$ cat src/rtl/ex_cdb_queue_pkg.sv
`default_nettype none
// ============================================================================
// Module   : ex_cdb_queue_pkg
// Brief    : Shared packet type and default sizing for the EX->CDB queue.
// Revision : 1.0
// ============================================================================
package ex_cdb_queue_pkg;

    localparam int c_CDBQ_NUM_IN  = 3;
    localparam int c_CDBQ_NUM_OUT = 1;
    localparam int c_CDBQ_DEPTH   = 8;

    typedef struct packed {
        logic [31:0] alu_result;
        logic [31:0] npc;
        logic [5:0]  dest_prn;
        logic [4:0]  rob_idx;
        logic        take_branch;
        logic        halt;
    } EX_PACKET;

    // Index width that stays legal when only one element exists.
    function automatic int f_clog2_min1(input int v);
        return (v <= 1) ? 1 : $clog2(v);
    endfunction

endpackage
`default_nettype wire

$ cat src/rtl/ex_cdb_queue_if.sv
`default_nettype none
// ============================================================================
// Module   : ex_cdb_queue_if
// Brief    : Producer/consumer bundle for the EX->CDB completion queue.
// Revision : 1.0
// ============================================================================
interface ex_cdb_queue_if
    import ex_cdb_queue_pkg::*;
#(
    parameter int NUM_IN  = c_CDBQ_NUM_IN,
    parameter int NUM_OUT = c_CDBQ_NUM_OUT,
    parameter int DEPTH   = c_CDBQ_DEPTH
) ();

    localparam int CNT_W = $clog2(DEPTH + 1);

    logic               flush;
    EX_PACKET           in_packet  [NUM_IN];
    logic [NUM_IN-1:0]  in_valid;
    logic               in_ready;
    EX_PACKET           out_packet [NUM_OUT];
    logic [NUM_OUT-1:0] out_valid;
    logic [NUM_OUT-1:0] out_ready;
    logic [CNT_W-1:0]   count;
    logic               empty;
    logic               full;

    modport master (
        output flush, in_packet, in_valid, out_ready,
        input  in_ready, out_packet, out_valid, count, empty, full
    );

    modport slave (
        input  flush, in_packet, in_valid, out_ready,
        output in_ready, out_packet, out_valid, count, empty, full
    );

endinterface
`default_nettype wire

$ cat src/rtl/ex_cdb_queue_input_compactor.sv
`default_nettype none
// ============================================================================
// Module   : ex_cdb_queue_input_compactor
// Brief    : Turns a valid mask into an ordered list of set indices + count.
// Revision : 1.0
// ============================================================================
module ex_cdb_queue_input_compactor #(
    parameter int NUM_IN = 3,
    parameter int IDX_W  = 2,
    parameter int ACC_W  = 2
) (
    input  wire logic [NUM_IN-1:0] i_valid,
    output logic      [IDX_W-1:0]  o_idx [NUM_IN],
    output logic      [ACC_W-1:0]  o_n_acc
);

    logic [ACC_W-1:0] w_cnt;

    // Running prefix count selects the output slot for each set bit.
    always_comb begin
        for (int j = 0; j < NUM_IN; j++) begin
            o_idx[j] = '0;
        end
        w_cnt = '0;
        for (int i = 0; i < NUM_IN; i++) begin
            if (i_valid[i]) begin
                o_idx[w_cnt] = IDX_W'(i);
                w_cnt        = w_cnt + ACC_W'(1);
            end
        end
        o_n_acc = w_cnt;
    end

endmodule
`default_nettype wire

$ cat src/rtl/ex_cdb_queue.sv
`default_nettype none
// ============================================================================
// Module   : ex_cdb_queue
// Brief    : Multi-port age-ordered completion queue between EX and the CDB.
// Revision : 1.0
// ============================================================================
module ex_cdb_queue
    import ex_cdb_queue_pkg::*;
#(
    parameter int NUM_IN  = c_CDBQ_NUM_IN,
    parameter int NUM_OUT = c_CDBQ_NUM_OUT,
    parameter int DEPTH   = c_CDBQ_DEPTH
) (
    input  wire logic     clock,
    input  wire logic     reset,
    ex_cdb_queue_if.slave cdb
`ifdef DEBUG
    ,
    output EX_PACKET                           dbg_storage [DEPTH],
    output logic [f_clog2_min1(DEPTH)-1:0]     dbg_head,
    output logic [$clog2(DEPTH+1)-1:0]         dbg_count
`endif
);

    localparam int PTR_W = f_clog2_min1(DEPTH);
    localparam int CNT_W = $clog2(DEPTH + 1);
    localparam int IDX_W = f_clog2_min1(NUM_IN);
    localparam int ACC_W = $clog2(NUM_IN + 1);

    EX_PACKET           r_mem [DEPTH];
    logic [PTR_W-1:0]   r_head;
    logic [PTR_W-1:0]   r_tail;
    logic [CNT_W-1:0]   r_count;

    logic               w_live;
    logic               w_in_ready;
    logic [NUM_IN-1:0]  w_acc_mask;
    logic [IDX_W-1:0]   w_idx [NUM_IN];
    logic [ACC_W-1:0]   w_n_acc;
    logic [NUM_OUT-1:0] w_out_valid;
    EX_PACKET           w_out_pkt [NUM_OUT];
    logic               w_run;
    int                 w_pops;
    int                 w_head_adv;
    int                 w_skip;

    function automatic logic [PTR_W-1:0] f_wrap(input int v);
        return PTR_W'(v % DEPTH);
    endfunction

    // Nothing moves while reset is held or a flush squashes the cycle.
    assign w_live     = reset & ~cdb.flush;
    assign w_in_ready = (DEPTH - int'(r_count)) >= NUM_IN;
    assign w_acc_mask = cdb.in_valid & {NUM_IN{w_in_ready & w_live}};

    ex_cdb_queue_input_compactor #(
        .NUM_IN (NUM_IN),
        .IDX_W  (IDX_W),
        .ACC_W  (ACC_W)
    ) u_compactor (
        .i_valid (w_acc_mask),
        .o_idx   (w_idx),
        .o_n_acc (w_n_acc)
    );

    // Virtual stream: stored entries first, then this cycle's accepted inputs.
    always_comb begin
        w_out_valid = '0;
        for (int k = 0; k < NUM_OUT; k++) begin
            w_out_pkt[k] = '0;
            if (w_live && (k < int'(r_count) + int'(w_n_acc))) begin
                w_out_valid[k] = 1'b1;
                if (k < int'(r_count)) begin
                    w_out_pkt[k] = r_mem[f_wrap(int'(r_head) + k)];
                end else begin
                    w_out_pkt[k] = cdb.in_packet[w_idx[k - int'(r_count)]];
                end
            end
        end
    end

    // Only a contiguous run from channel 0 may pop, preserving age order.
    always_comb begin
        w_run  = 1'b1;
        w_pops = 0;
        for (int k = 0; k < NUM_OUT; k++) begin
            w_run = w_run & w_out_valid[k] & cdb.out_ready[k];
            if (w_run) begin
                w_pops = w_pops + 1;
            end
        end
        w_head_adv = (w_pops < int'(r_count)) ? w_pops : int'(r_count);
        w_skip     = (w_pops > int'(r_count)) ? (w_pops - int'(r_count)) : 0;
    end

    always_ff @(posedge clock or negedge reset) begin
        if (!reset) begin
            r_head  <= '0;
            r_tail  <= '0;
            r_count <= '0;
        end else if (cdb.flush) begin
            r_head  <= '0;
            r_tail  <= '0;
            r_count <= '0;
        end else begin
            r_head  <= f_wrap(int'(r_head) + w_head_adv);
            r_tail  <= f_wrap(int'(r_tail) + int'(w_n_acc) - w_skip);
            r_count <= CNT_W'(int'(r_count) + int'(w_n_acc) - w_pops);
        end
    end

    // Inputs already consumed by bypass are skipped; the rest land at tail.
    always_ff @(posedge clock) begin
        for (int j = 0; j < NUM_IN; j++) begin
            if ((j >= w_skip) && (j < int'(w_n_acc))) begin
                r_mem[f_wrap(int'(r_tail) + j - w_skip)] <= cdb.in_packet[w_idx[j]];
            end
        end
    end

    assign cdb.in_ready   = w_in_ready;
    assign cdb.out_valid  = w_out_valid;
    assign cdb.out_packet = w_out_pkt;
    assign cdb.count      = r_count;
    assign cdb.empty      = (r_count == '0);
    assign cdb.full       = (r_count == CNT_W'(DEPTH));

`ifdef DEBUG
    assign dbg_storage = r_mem;
    assign dbg_head    = r_head;
    assign dbg_count   = r_count;
`endif

endmodule
`default_nettype wire

$ cat src/flat_wrapper.sv
// flat-port wrapper written by rule: the top's interface ports become plain ports
module ex_cdb_queue_flat import ex_cdb_queue_pkg::*;
#(
    parameter int NUM_IN  = c_CDBQ_NUM_IN,
    parameter int NUM_OUT = c_CDBQ_NUM_OUT,
    parameter int DEPTH   = c_CDBQ_DEPTH
)
  (clock, reset, cdb_flush, cdb_in_packet, cdb_in_valid, cdb_out_ready, cdb_in_ready, cdb_out_packet, cdb_out_valid, cdb_count, cdb_empty, cdb_full);
  ex_cdb_queue_if #(.NUM_IN(NUM_IN), .NUM_OUT(NUM_OUT), .DEPTH(DEPTH)) cdb_i ();
  input  wire logic clock;
  input  wire logic reset;
  input wire logic [$bits(cdb_i.flush)-1:0] cdb_flush;
  input wire logic [$bits(cdb_i.in_packet)-1:0] cdb_in_packet;
  input wire logic [$bits(cdb_i.in_valid)-1:0] cdb_in_valid;
  input wire logic [$bits(cdb_i.out_ready)-1:0] cdb_out_ready;
  output wire logic [$bits(cdb_i.in_ready)-1:0] cdb_in_ready;
  output wire logic [$bits(cdb_i.out_packet)-1:0] cdb_out_packet;
  output wire logic [$bits(cdb_i.out_valid)-1:0] cdb_out_valid;
  output wire logic [$bits(cdb_i.count)-1:0] cdb_count;
  output wire logic [$bits(cdb_i.empty)-1:0] cdb_empty;
  output wire logic [$bits(cdb_i.full)-1:0] cdb_full;
  assign cdb_i.flush = cdb_flush;
  assign cdb_i.in_packet = {>>{cdb_in_packet}};
  assign cdb_i.in_valid = cdb_in_valid;
  assign cdb_i.out_ready = cdb_out_ready;
  assign cdb_in_ready = cdb_i.in_ready;
  assign cdb_out_packet = {>>{cdb_i.out_packet}};
  assign cdb_out_valid = cdb_i.out_valid;
  assign cdb_count = cdb_i.count;
  assign cdb_empty = cdb_i.empty;
  assign cdb_full = cdb_i.full;
  ex_cdb_queue #(.NUM_IN(NUM_IN), .NUM_OUT(NUM_OUT), .DEPTH(DEPTH)) u_core (.clock(clock), .reset(reset), .cdb(cdb_i));
endmodule
$ cat config.mk
export PLATFORM = sky130hd
export DESIGN_NAME = ex_cdb_queue_flat
export DESIGN_NICKNAME = d
export VERILOG_FILES = /design/src/rtl/ex_cdb_queue_pkg.sv /design/src/rtl/ex_cdb_queue_if.sv /design/src/rtl/ex_cdb_queue_input_compactor.sv /design/src/rtl/ex_cdb_queue.sv /design/src/flat_wrapper.sv
export SDC_FILE = /design/constraint.sdc
export NUM_CORES = 2
export LEC_CHECK = 0
export CORE_AREA = 2 2 386 197
export CTS_CLUSTER_DIAMETER = 40
export CTS_CLUSTER_SIZE = 12
export DETAILED_ROUTE_END_ITERATION = 8
export DIE_AREA = 0 0 388 199
export PLACE_DENSITY = 0.81
export SLEW_MARGIN = 20
export SYNTH_ARGS = -nofsm -noshare
export SYNTH_HDL_FRONTEND = slang
export SYNTH_HIERARCHICAL = 1
export SYNTH_SLANG_ARGS = --single-unit
export TNS_END_PERCENT = 50
$ cat constraint.sdc
create_clock -name clock -period 11.3 [get_ports clock]
set_input_delay 2.26 -clock clock [delete_from_list [all_inputs] [get_ports clock]]
set_output_delay 2.26 -clock clock [all_outputs]
set_load 0.02 [all_outputs]
==> key figures <==
Clock network
  – Maximum buffer depth of the clock tree: 3
  – Hold Buf Count CTS: 0
  – Clock transition at path regs: 60 ps
  – Root Driver: sky130_fd_sc_hd__clkbuf_16
  – Total number of clock tree sinks: 626
  – Clock buffer count from CTS: 67
  – Number of levels in the clock H-tree: 3
  – Cells resized by post-CTS repair: 0
  – Later-pin clock latency in the skew report: 630 ps
  – Post-CTS setup repair buffer count: 0
  – CTS tree: done

Worst setup path
  – Biggest fanout along the worst timing path: 64
  – Data arrival time of the critical path: 7670 ps
  – Peak per-stage delay on the critical path: 750 ps
  – CP required: 9040 ps
  – Sort of element at the start of the critical path: primary input
  – CP Cell Sequence: clkdlybuf4s50_1 > nand2b_1 > nand2b_1 > nor2_1 > ha_4 > nor2_1 > nor2_2 > inv_1 > fa_1 > mux2i_1 > a41o_4 > buf_12 > a211oi_1 > clkdlybuf4s50_1
  – Cell with the largest stage delay on the worst path: sky130_fd_sc_hd__clkdlybuf4s50_1
  – Worst Setup End Kind: output port
  – Register-to-register path setup slack: 2630 ps
  – Crit Path Class: in2out

Placement
  – Half-perimeter wire length after placement: 85.5 mm
  – IO Port Bufs: 322
  – Placed Instance Area: 48700 sq um
  – Placer's final routability congestion estimate: 0.898
  – Pre-CTS setup slack: 1280 ps

Logic synthesis
  – Avg Synthesized Cell Area: 12.7 sq um
  – Net count of the mapped netlist: 3780
  – Yosys cell types: 53
  – Area share of the largest cell type after synthesis: 41.4%
  – Library cell with the largest summed area after synthesis: sky130_fd_sc_hd__edfxtp_1
  – Async S/R FF share, synth: 1.60%
  – Number of enable-type register cells in the synthesized netlist: 616
  – Total of warnings raised by yosys: 6
  – Prevailing post-synth register cell: sky130_fd_sc_hd__edfxtp_1
  – Post-synthesis register bit count: 626
  – Synthesized netlist cell count: 3517
  – Netlist area before placement: 44700 sq um
  – Share of the yosys chip area belonging to registers: 41.9%
  – Top cells by area, synth: sky130_fd_sc_hd__edfxtp_1, sky130_fd_sc_hd__mux2i_1, sky130_fd_sc_hd__mux4_2

GRT
  – Tot GR Track Use: 39.0%
  – Maximum number of pins on one net before global-route repair: 80
  – Number of global-route vias before repair: 35300
  – Wire length of the first global-routing pass: 225 mm
  – Total grt overflow: 0
  – Number of antenna violations at the first check in global routing: 2

Drt
  – Number of antenna-violating nets in the routed design: 0
  – Wire length per cell: 33.0 um
  – Number of vias after detailed routing: 34600
  – First-iteration detailed-routing DRC count: 4754
  – DRT Wirelength: 154 mm
  – DRC errors left: 0
  – Routed via count divided by cell count: 7.41
  – Drt pass-1 iters: 6

STA
  – Min Clock Period, post-route: 9930 ps
  – Worst setup skew after layout: 19.8 ps
  – Fin Setup TNS: 0 ps
  – Period utilization: 87.9%
  – Number of hold-slack violations in the final timing report: 0
  – Worst slew margin: -503%
  – F_max: 101 MHz
  – Worst-case setup margin in the final layout: 1370 ps
  – Max-slew violation count: 78
  – Setup-failing EPs final: 0
  – Transition time at the pin with the least slew margin: 9020 ps
  – Unrepaired setup endpoints after global routing: false

Hold path
  – Kind of path behind the tightest hold check: reg2reg

Final layout
  – Final standard cell area without fillers: 50700 sq um
  – Filler Cells Inserted: 5185
  – Commonest cells after routing, fill and taps aside: sky130_fd_sc_hd__mux2i_1, sky130_fd_sc_hd__edfxtp_1, sky130_fd_sc_hd__clkdlybuf4s50_1
  – Post-synthesis to final-layout area growth: 13.3%
  – Share of post-route cells with drive strength above 1: 11.5%
  – Number of nets at the end of the flow: 3917
  – Leading cell type in the layout, fill and taps excluded: sky130_fd_sc_hd__mux2i_1

Power
  – Maximum VDD drop: 0.265 mV
  – Cell leakage power: 18.8 nW
  – Power per cell area: 209 nW/um^2

Die
  – Die height: 199 um
  – Core footprint: 74100 sq um
  – Starting density of the core: 60.3%
  – Floorplan die width: 388 um
  – Site row count: 71
  – Count of pins on the block boundary: 323
  – Overall die area: 77200 sq um

Run
  – Count of max-cap constraint violations: 0

Outcome
  – Run status: complete, but fails checks
  – Violated checks: slew limit
==> cell usage after synthesis, drive strengths merged (2+ instances only) <==
| master | number |
|---|---|
| or4 | 2 |
| and3 | 2 |
| nor2 | 102 |
| or2 | 2 |
| o211ai | 2 |
| and3b | 3 |
| conb | 2 |
| nand4 | 6 |
| a21oi | 85 |
| o31ai | 2 |
| a211o | 6 |
| nand2b | 5 |
| fa | 5 |
| dfrtp | 10 |
| inv | 20 |
| mux2i | 1543 |
| nand3 | 2 |
| nor3 | 9 |
| buf | 180 |
| nand2 | 164 |
| a221oi | 77 |
| ha | 20 |
| mux4 | 154 |
| xor2 | 4 |
| nor4 | 7 |
| a211oi | 78 |
| nor2b | 9 |
| mux2 | 77 |
| o21ai | 161 |
| and2 | 2 |
| clkbuf | 140 |
| edfxtp | 616 |
| xnor2 | 10 |
| a311o | 2 |
==> where the power goes <==
part           switching (W)  leakage, nW  internal (W)
registers           0.000212         5.72       0.00342
clock network       0.000943        0.937       0.00113
logic                0.00304         12.2       0.00184
==> area by class of cell <==
class                      instances  area (sq um)  share of cell area, %
clock inverter                    20           179                  0.353
antenna                            1          2.50                0.00494
clock buffer                      73          1740                   3.44
sequential                       626         18800                   37.0
timing repair buffer             388          4100                   8.09
multi-input combinational       2551         24600                   48.5
inverter                          20          75.1                  0.148
tap                              985          1230                   2.43
==> metal layers <==
| metal | vias to the layer above | global-route usage, % | part of all wire (%) |
|---|---|---|---|
| met5 | - | 0 | 0.0085 |
| met4 | 2 | 17.2 | 4.4 |
| met3 | 484 | 8.15 | 12 |
| met2 | 2813 | 61.3 | 45 |
| met1 | 17200 | 52.8 | 38 |
| li1 | 14100 | - | - |
==> kinds of logic after synthesis <==
| kind of cell | count (synthesis) | share of synthesized area [%] |
|---|---|---|
| xor gates and xnor gates | 16 | 0.420 |
| DFF | 626 | 41.9 |
| muxes | 1774 | 44.2 |
| AOI/OAI and AO/OA | 416 | 5.86 |
| buffers and inverters | 340 | 3.67 |
| other | 2 | 0.0168 |
| adders and majority gates | 25 | 0.784 |
| and+or+nand+nor | 318 | 3.07 |
==> worst max-delay path, delay by kind of cell <==
family | cells | cell delay (ps)
AOI/OAI and AO/OA | 2 | 1070
adders and majority gates | 2 | 1000
buffers and inverters | 4 | 1830
muxes | 1 | 160
and+or+nand+nor | 5 | 1250
==> sequential cells by signal, indices dropped and copies added, names as in the netlist <==
name              count
u_core/r_head         3
u_core/cdb.count      4
u_core/r_tail         3
u_core/r_mem        616
==> through the flow <==
stage / util [%] / std cells / total power [W] / hold WS, ps
2_1_floorplan: - / 3517 / 0.00667 / 583
3_3_place_gp: 65.8 / 4569 / 0.00815 / 669
3_5_place_dp: 65.8 / 4569 / 0.00837 / 684
4_1_cts: 68.3 / 4662 / 0.0104 / 700
5_1_grt: 68.4 / 4664 / 0.0109 / 722
6_report: 68.4 / 4664 / 0.0106 / 700
==> path summary, 6_finish.rpt <==
kind,start,end,depth (start not counted)
min reg2reg,u_core/r_tail[0],u_core/r_tail[0],2
min,u_core/r_tail[0],u_core/r_tail[0],2
max in group asynchronous,reset,u_core/r_head[1],2
max,cdb_flush,cdb_out_packet[50],14
min in group asynchronous,reset,u_core/r_head[2],2
max reg2reg,u_core/cdb.count[0],u_core/r_mem[2][14],27
Power figures use the tool's default switching activity.
